--- src/rtl/present_pkg.sv ---
// =============================================================================
// Module      : present_pkg
// Description : Shared widths, S-box table, pLayer mapping and FSM encoding
//               for the PRESENT-80 encryption core.
// Revision    : 1.0 - initial release
// =============================================================================
`default_nettype none

package present_pkg;

    localparam int BLOCK_W = 64;
    localparam int KEY_W   = 80;
    localparam int RC_W    = 5;

    // Nibble x of this constant is S(x): C 5 6 B 9 0 A D 3 E F 8 4 7 1 2
    localparam logic [63:0] SBOX_TABLE = 64'h21748FE3DA09B65C;

    typedef enum logic [1:0] {
        IDLE = 2'd0,
        RUN  = 2'd1,
        DONE = 2'd2
    } state_e;

    function automatic logic [3:0] sbox4(input logic [3:0] x);
        return SBOX_TABLE[4*x +: 4];
    endfunction

    // Destination bit of source bit i in the pLayer
    function automatic int player_pos(input int i);
        return (i == 63) ? 63 : (16 * i) % 63;
    endfunction

endpackage

`default_nettype wire

--- src/rtl/key_schedule.sv ---
// =============================================================================
// Module      : key_schedule
// Description : PRESENT-80 key register update: rotate left 61, S-box the
//               top nibble, XOR the round counter into bits 19:15.
// Revision    : 1.0 - initial release
// =============================================================================
`default_nettype none

module key_schedule
    import present_pkg::*;
(
    input  logic [KEY_W-1:0] i_key,
    input  logic [RC_W-1:0]  i_rc,
    output logic [KEY_W-1:0] o_key
);

    logic [KEY_W-1:0] w_rot;

    assign w_rot = {i_key[18:0], i_key[79:19]};
    assign o_key = {sbox4(w_rot[79:76]), w_rot[75:20], w_rot[19:15] ^ i_rc, w_rot[14:0]};

endmodule

`default_nettype wire

--- src/rtl/present80_enc_core_round.sv ---
// =============================================================================
// Module      : present_round
// Description : Combinational PRESENT sLayer followed by pLayer on the
//               64-bit state; round-key mixing is done by the caller.
// Revision    : 1.0 - initial release
// =============================================================================
`default_nettype none

module present_round
    import present_pkg::*;
(
    input  logic [BLOCK_W-1:0] i_state,
    output logic [BLOCK_W-1:0] o_state
);

    logic [BLOCK_W-1:0] w_sub;

    generate
        for (genvar gi = 0; gi < BLOCK_W / 4; gi++) begin : g_slayer
            assign w_sub[4*gi +: 4] = sbox4(i_state[4*gi +: 4]);
        end
        for (genvar gb = 0; gb < BLOCK_W; gb++) begin : g_player
            assign o_state[player_pos(gb)] = w_sub[gb];
        end
    endgenerate

endmodule

`default_nettype wire

--- src/rtl/present80_enc_core.sv ---
// =============================================================================
// Module      : present80_enc_core
// Description : Iterative PRESENT-80 encryptor, one round per clock, with
//               valid/ready on both sides. Define PRESENT_ABORT_EN to add
//               the abort input.
// Revision    : 1.0 - initial release
// =============================================================================
`default_nettype none

module present80_enc_core
    import present_pkg::*;
#(
    parameter int ROUNDS = 31
) (
    input  logic               clk,
    input  logic               rst_n,
    input  logic               in_valid,
    output logic               in_ready,
    input  logic [BLOCK_W-1:0] pt,
    input  logic [KEY_W-1:0]   key,
    output logic               out_valid,
    input  logic               out_ready,
    output logic [BLOCK_W-1:0] ct
`ifdef PRESENT_ABORT_EN
    ,
    input  logic               abort
`endif
);

    localparam logic [RC_W-1:0] c_last_rc = RC_W'(ROUNDS);
    localparam logic [RC_W-1:0] c_first_rc = RC_W'(1);

    state_e             fsm_q, fsm_d;
    logic [BLOCK_W-1:0] blk_q, blk_d;
    logic [KEY_W-1:0]   rk_q, rk_d;
    logic [RC_W-1:0]    rc_q, rc_d;
    logic [BLOCK_W-1:0] ct_q, ct_d;
    logic               out_valid_q, out_valid_d;

    logic [BLOCK_W-1:0] w_round_in;
    logic [BLOCK_W-1:0] w_round_out;
    logic [KEY_W-1:0]   w_key_next;

    assign w_round_in = blk_q ^ rk_q[KEY_W-1:KEY_W-BLOCK_W];

    present_round u_round (
        .i_state (w_round_in),
        .o_state (w_round_out)
    );

    key_schedule u_key_schedule (
        .i_key (rk_q),
        .i_rc  (rc_q),
        .o_key (w_key_next)
    );

    always_comb begin
        fsm_d       = fsm_q;
        blk_d       = blk_q;
        rk_d        = rk_q;
        rc_d        = rc_q;
        ct_d        = ct_q;
        out_valid_d = out_valid_q;

        case (fsm_q)
            IDLE: begin
                if (in_valid) begin
                    blk_d = pt;
                    rk_d  = key;
                    rc_d  = c_first_rc;
                    fsm_d = RUN;
                end
            end
            RUN: begin
                blk_d = w_round_out;
                rk_d  = w_key_next;
                rc_d  = rc_q + c_first_rc;
                // Final whitening uses the key produced on this same edge
                if (rc_q == c_last_rc) begin
                    rc_d        = c_first_rc;
                    ct_d        = w_round_out ^ w_key_next[KEY_W-1:KEY_W-BLOCK_W];
                    out_valid_d = 1'b1;
                    fsm_d       = DONE;
                end
            end
            DONE: begin
                if (out_ready) begin
                    out_valid_d = 1'b0;
                    fsm_d       = IDLE;
                end
            end
            default: begin
                fsm_d       = IDLE;
                out_valid_d = 1'b0;
            end
        endcase

`ifdef PRESENT_ABORT_EN
        if (abort && (fsm_q != IDLE)) begin
            fsm_d       = IDLE;
            blk_d       = blk_q;
            rk_d        = rk_q;
            rc_d        = c_first_rc;
            ct_d        = ct_q;
            out_valid_d = 1'b0;
        end
`endif
    end

    always_ff @(posedge clk or negedge rst_n) begin
        if (!rst_n) begin
            fsm_q       <= IDLE;
            blk_q       <= '0;
            rk_q        <= '0;
            rc_q        <= c_first_rc;
            ct_q        <= '0;
            out_valid_q <= 1'b0;
        end else begin
            fsm_q       <= fsm_d;
            blk_q       <= blk_d;
            rk_q        <= rk_d;
            rc_q        <= rc_d;
            ct_q        <= ct_d;
            out_valid_q <= out_valid_d;
        end
    end

    assign in_ready  = (fsm_q == IDLE);
    assign out_valid = out_valid_q;
    assign ct        = ct_q;

endmodule

`default_nettype wire

--- config.mk ---
export PLATFORM = sky130hd
export DESIGN_NAME = present80_enc_core
export DESIGN_NICKNAME = d
export VERILOG_FILES = /design/src/rtl/present_pkg.sv /design/src/rtl/key_schedule.sv /design/src/rtl/present80_enc_core_round.sv /design/src/rtl/present80_enc_core.sv
export SDC_FILE = /design/constraint.sdc
export NUM_CORES = 1
export LEC_CHECK = 0
export CAP_MARGIN = 20
export CORE_MARGIN = 2
export CORE_UTILIZATION = 55
export DETAILED_ROUTE_END_ITERATION = 16
export HOLD_SLACK_MARGIN = 0.06
export PLACE_DENSITY_LB_ADDON = 0.05
export RECOVER_POWER = 50
export SYNTH_ARGS = -nofsm -noshare
export SYNTH_HDL_FRONTEND = slang
export SYNTH_HIERARCHICAL = 1
export SYNTH_SLANG_ARGS = --single-unit
--- constraint.sdc ---
create_clock -name clk -period 6.45 [get_ports clk]
set_clock_uncertainty 0.2 [all_clocks]
set_input_delay 0.645 -clock clk [delete_from_list [all_inputs] [get_ports clk]]
set_output_delay 0.645 -clock clk [all_outputs]
set_load 0.05 [all_outputs]
==> results of run 1 <==
-- per-stage QoR --
stage | instance area [um2] | hold WS (ps) | utilization [%]
finish | 17300 | 274 | 64.4
global route | 17300 | 298 | 64.4
CTS | 17300 | 283 | 64.4
detailed placement | 16400 | 270 | 61.0
global placement | 16400 | 261 | 61.0
floorplan | 15000 | 149 | -
-- area by class of cell --
class	count	share of cell area, %
clock inverters	12	1.25
inverters	52	1.13
repair buffers	225	13.0
flip-flops and latches	216	31.3
multi-input cells	1122	47.0
clock buffers	32	3.94
well taps	341	2.47
-- metal layers --
layer | vias to the layer above | track usage (%) | wire length (um)
met5 | - | 0 | 0
met4 | 0 | 11.4 | 1720
met3 | 80 | 7.35 | 4170
met2 | 475 | 47.7 | 20300
met1 | 5898 | 44.6 | 19300
li1 | 5576 | - | -
-- timing repair --
| item | CTS | global route |
|---|---|---|
| buffers inserted | 0 | 0 |
| hold endpoints to repair | 70 | 0 |
| hold buffers | 1 | 0 |
-- critical path, delay by kind of cell (launching register included) --
family	cells	cell delay, ps
buf+inv	2	1540
flops	1	950
simple gates	1	120
-- placed cells by master (no fill, tap or decap), types with 3 or more instances in the layout --
master,n
dfrtp_1,213
clkdlybuf4s50_1,178
a21oi_1,147
nor2b_1,144
a22oi_1,138
o21ai_1,136
o21ai_0,95
ha_1,87
xnor2_1,79
nand2_1,71
xor2_1,69
inv_1,52
dlygate4sd3_1,34
mux4_2,34
nor2_1,32
clkbuf_16,25
o21a_1,17
mux2i_1,15
a211oi_1,14
a21o_1,14
buf_4,10
a22oi_2,6
bufinv_16,6
nand2b_1,5
clkinv_2,5
clkbuf_1,4
clkbuf_8,3
-- cells by family (layout without fill, tap and decap cells) --
group | count (synthesis) | count (layout) | synth area share [%]
AOI/OAI and AO/OA | 574 | 574 | 22.6
and+or+nand+nor | 262 | 262 | 9.28
buffers and inverters | 236 | 321 | 9.93
DFF | 216 | 216 | 36.0
xor gates and xnor gates | 148 | 148 | 8.63
adders and majority gates | 87 | 87 | 7.25
muxes | 51 | 51 | 6.25
-- worst max path at each step --
| stage | endpoint | slack, ps |
|---|---|---|
| 4_1_cts | in_ready | 2360 |
| 3_3_place_gp | in_ready | 2900 |
| 2_1_floorplan | in_ready | 4130 |
| 6_report | in_ready | 2290 |
| 5_1_grt | in_ready | 2220 |
| 3_5_place_dp | in_ready | 2900 |
-- state kept, by name, summed over array words and instances (netlist names) --
name	flops
rc_q	5
fsm_q	2
blk_q	64
out_valid	1
rk_q	80
ct	64
==> results.toml, run 1 <==
[route]
drt-initial-drc-count = 1095
firstDrtPassIters = 5
vias_per_cell = 6.01
wl_per_cell_um = 22.7
finalWirelength_mm = 45.5
drc = 0
drtAntennaViolNets = 0
vias = 12000

[setup_path]
crit_path_end_kind = "output port"
worstPathRequired_ps = 5600
rr_startpoint = "fsm_q[0]$_DFFE_PN0P_"
cp_slowest_cell = "dfrtp_4"
crit_path_max_incr_delay_ps = 950
critical_path_arrival_ps = 3310
path_cells = "buf_4, nor2_1, clkdlybuf4s50_1"
reg2reg_to = "rk_q[64]$_DFFE_PN0P_"
r2r_setup_slack_ps = 2960
cp-start-kind = "register"
critical_path.max_fanout = 83
reg2reg_depth = 5
worstSetupPathType = "reg -> out"
crit_path_start = "fsm_q[0]$_DFFE_PN0P_"

[synthesis]
synth_seq_cells = 216
synthArstFlopShare_pct = 100
avgSynthCellArea_um2 = 9.54
synth.distinct_cells = 37
synth_top_flop_cell = "dfrtp_1"
synth_area_leaders = "dfrtp_1 36%, ha_1 7.3%, a22oi_1 6.9%"
synth_top_area_cell = "dfrtp_1"
synth_nets = 1809
synth_top_area_share_pct = 35.8
netlist_top_cells_count = "215 x dfrtp_1, 147 x a21oi_1, 145 x nor2b_1, 138 x a22oi_1, 136 x o21ai_1"
netlist_area_mm2 = 0.0150
syn_inst = 1574
synth_edf_count = 0
synth_most_common_cell = "dfrtp_1"
yosys_warnings = 6
ys_seq_area_share_pct = 36.0

[place]
routabilityCongestion = 0.931
portBuffers = 213
post-place-ws_ps = 2900
placed_cells = 1955
dpl.hpwl_mm = 31.9

[cts]
clk_latency_ps = 540
clockBufferDepth = 3
cts-root-buf = "clkbuf_16"
ctsResizeCount = 0
numCtsBuffers = 25
cts_max_level = 1
cts_tree = "yes"
clk_pin_slew_ps = 70
cts.sinks = 216

[sta]
slew_violations = 110
slew_headroom_pct = -92.8
finalHoldViolCount = 0
rsz0062_at_grt = "false"
fmax_mhz = 240
setup_viol_count_final = 0
fin_crit_ps = 4160
setup_slack_ps = 2290
fin_crit_sh_pct = 64.5
tightest_slew_ps = 2890
fin_setup_tns_ps = 0

[cells_and_area]
diodes = 0
seqCellArea_mm2 = 0.00541
nFillCells = 2245
multi_input_area_mm2 = 0.00812
layout.cells.non_filler = 2000
areaGrowthSynthToFinish_pct = 15.2
drive_gt1_share_pct = 6.03
layout.nets = 1877

[floorplan]
pin_count = 214
core_area_mm2 = 0.0269
initial_core_util_pct = 55.9
rows = 60
die-height_um = 169
die_x_um = 169
dieArea_mm2 = 0.0286

[global_routing]
grt_first_pass_wirelength_mm = 69.0
antenna_found_initial = 1
grt.overflow.total = 0
grt_max_degree = 111
grt_pass1_vias = 11500
grtUsageTotal_pct = 31.6

[run_status]
violations = "capacitance limit, slew limit"
run_status = "finished with violations"

[hold_path]
whs_path_depth = 2
holdPathEnd = "ct[58]$_DFFE_PN0P_"
min_from = "ct[58]$_DFFE_PN0P_"
worst_hold_path_type = "reg -> reg"

[job]
maxCapViolations = 1
Power of run 1 is left out: the tool's default activity adds up to more than one toggle a clock period on the data nets, which glitch-free logic cannot reach.
==> run 2, diff against run 1 <==
--- a/config.mk
+++ b/config.mk
@@ -7,7 +7,7 @@
 export LEC_CHECK = 0
 export CAP_MARGIN = 20
 export CORE_MARGIN = 2
-export CORE_UTILIZATION = 55
+export CORE_UTILIZATION = 51
 export DETAILED_ROUTE_END_ITERATION = 16
 export HOLD_SLACK_MARGIN = 0.06
 export PLACE_DENSITY_LB_ADDON = 0.05
==> constraint.sdc (replaced) <==
create_clock -name clk -period 3.79 [get_ports clk]
set_clock_uncertainty 0.2 [all_clocks]
set_input_delay 0.379 -clock clk [delete_from_list [all_inputs] [get_ports clk]]
set_output_delay 0.379 -clock clk [all_outputs]
set_load 0.05 [all_outputs]
==> results.toml, run 2 (synthesized netlist as in run 1, its figures left out) <==
[sta]
fin_crit_sh_pct = 84.9
fin_crit_ps = 3220
tightest_slew_ps = 2130
slew_violations = 76
fmax_mhz = 311
slew_headroom_pct = -42.2
rsz0062_at_grt = "false"
finalHoldViolCount = 0
setup_viol_count_final = 0
fin_setup_tns_ps = 0

[floorplan]
initial_core_util_pct = 52.0
core_area_mm2 = 0.0289
rows = 62
die_x_um = 176
dieArea_mm2 = 0.0308
die-height_um = 176
pin_count = 214

[route]
finalWirelength_mm = 49.1
drt-initial-drc-count = 1080
vias_per_cell = 5.98
wl_per_cell_um = 23.9
drtAntennaViolNets = 0
drc = 0
firstDrtPassIters = 5
vias = 12300

[place]
routabilityCongestion = 0.901
portBuffers = 213
dpl.hpwl_mm = 34.6

[cells_and_area]
drive_gt1_share_pct = 6.53
largest_register_ffs = 80
layout.nets = 1885
nFillCells = 2514
layout_commonest_cell = "dfrtp_1"
areaGrowthSynthToFinish_pct = 16.3
top_register = "rk_q"
diodes = 0
layout_common_cells = "214 x dfrtp_1, 190 x clkdlybuf4s50_1, 147 x a21oi_1"

[hold_path]
worst_hold_path_type = "in -> reg"

[cts]
cts.sinks = 216
numCtsBuffers = 26
cts_tree = "yes"
clk_pin_slew_ps = 60
cts-root-buf = "clkbuf_16"
clk_latency_ps = 540
clockBufferDepth = 3
cts_max_level = 1

[global_routing]
antenna_found_initial = 3
grt.overflow.total = 0
grt_pass1_vias = 11900
grt_first_pass_wirelength_mm = 74.0
grt_max_degree = 147
grtUsageTotal_pct = 31.6

[setup_path]
r2r_setup_slack_ps = 570
cp-start-kind = "register"
critical_path_arrival_ps = 3460
critical_path.max_fanout = 60
worstSetupPathType = "reg -> reg"
worstPathRequired_ps = 4030
crit_path_end_kind = "register"

[job]
maxCapViolations = 1

[run_status]
run_status = "finished with violations"
violations = "capacitance limit, slew limit"
## run 2: changes by cell type in the layout (fill, tap and decap cells not counted), sizes merged
cell           before  now
bufinv              6    2
inv                53   52
clkinv              5    7
clkdlybuf4s50     178  190
dlygate4sd3        34   22
buf                12   19
clkbuf             33   40
## run 2: layer usage
layer	global-route usage, %	vias to the layer above	share of wire (%)
met2	47.5	570	44
met3	7.16	87	9.4
met4	13.1	4	4.5
met1	44.2	6024	42
met5	0	-	0.063
li1	-	5596	-
## run 2: repair_timing
action,4_1_cts,5_1_grt
setup buffers,0,0
hold endpoints to repair,72,0
resized for setup,0,0
hold buffers,1,0
## run 2: worst max-delay path: stages, from the launching register on
cell,delay [ps]
dfrtp_2,840
nor2b_2,1320
buf_12,350
a21oi_1,110
o21ai_0,170
## run 2: worst paths after layout
path                       cells past startpoint                  from                    end
min in group asynchronous                      2                 rst_n   rk_q[57]$_DFFE_PN0P_
hold reg to reg                                2    ct[19]$_DFFE_PN0P_     ct[19]$_DFFE_PN0P_
hold / removal                                 3               key[76]   rk_q[76]$_DFFE_PN0P_
setup reg to reg                               4  fsm_q[1]$_DFFE_PN0P_  blk_q[59]$_DFFE_PN0P_
max in group asynchronous                      3                 rst_n   blk_q[9]$_DFFE_PN0P_
setup / recovery                               4  fsm_q[1]$_DFFE_PN0P_  blk_q[59]$_DFFE_PN0P_
## run 2: cell type report
class | count | area (um2) | share of cell area [%]
multi-input cells | 1122 | 8110 | 46.5
clock buffers | 39 | 791 | 4.53
repair buffers | 232 | 2370 | 13.6
inverters | 52 | 195 | 1.12
flip-flops and latches | 216 | 5410 | 31.0
well taps | 384 | 480 | 2.75
clock inverters | 9 | 95.1 | 0.545
## run 2: metrics by stage
stage | utilization (%) | cells | instance area (um2) | setup slack, ps | hold WS [ps]
global placement | 57.5 | 2005 | 16600 | 1160 | 212
finish | 60.5 | 2054 | 17500 | 571 | 260
detailed placement | 57.5 | 2005 | 16600 | 1130 | 222
global route | 60.5 | 2054 | 17500 | 462 | 283
CTS | 60.6 | 2054 | 17500 | 889 | 251
floorplan | - | 1574 | 15000 | 1530 | -117
Power of run 2 is left out for the same reason.
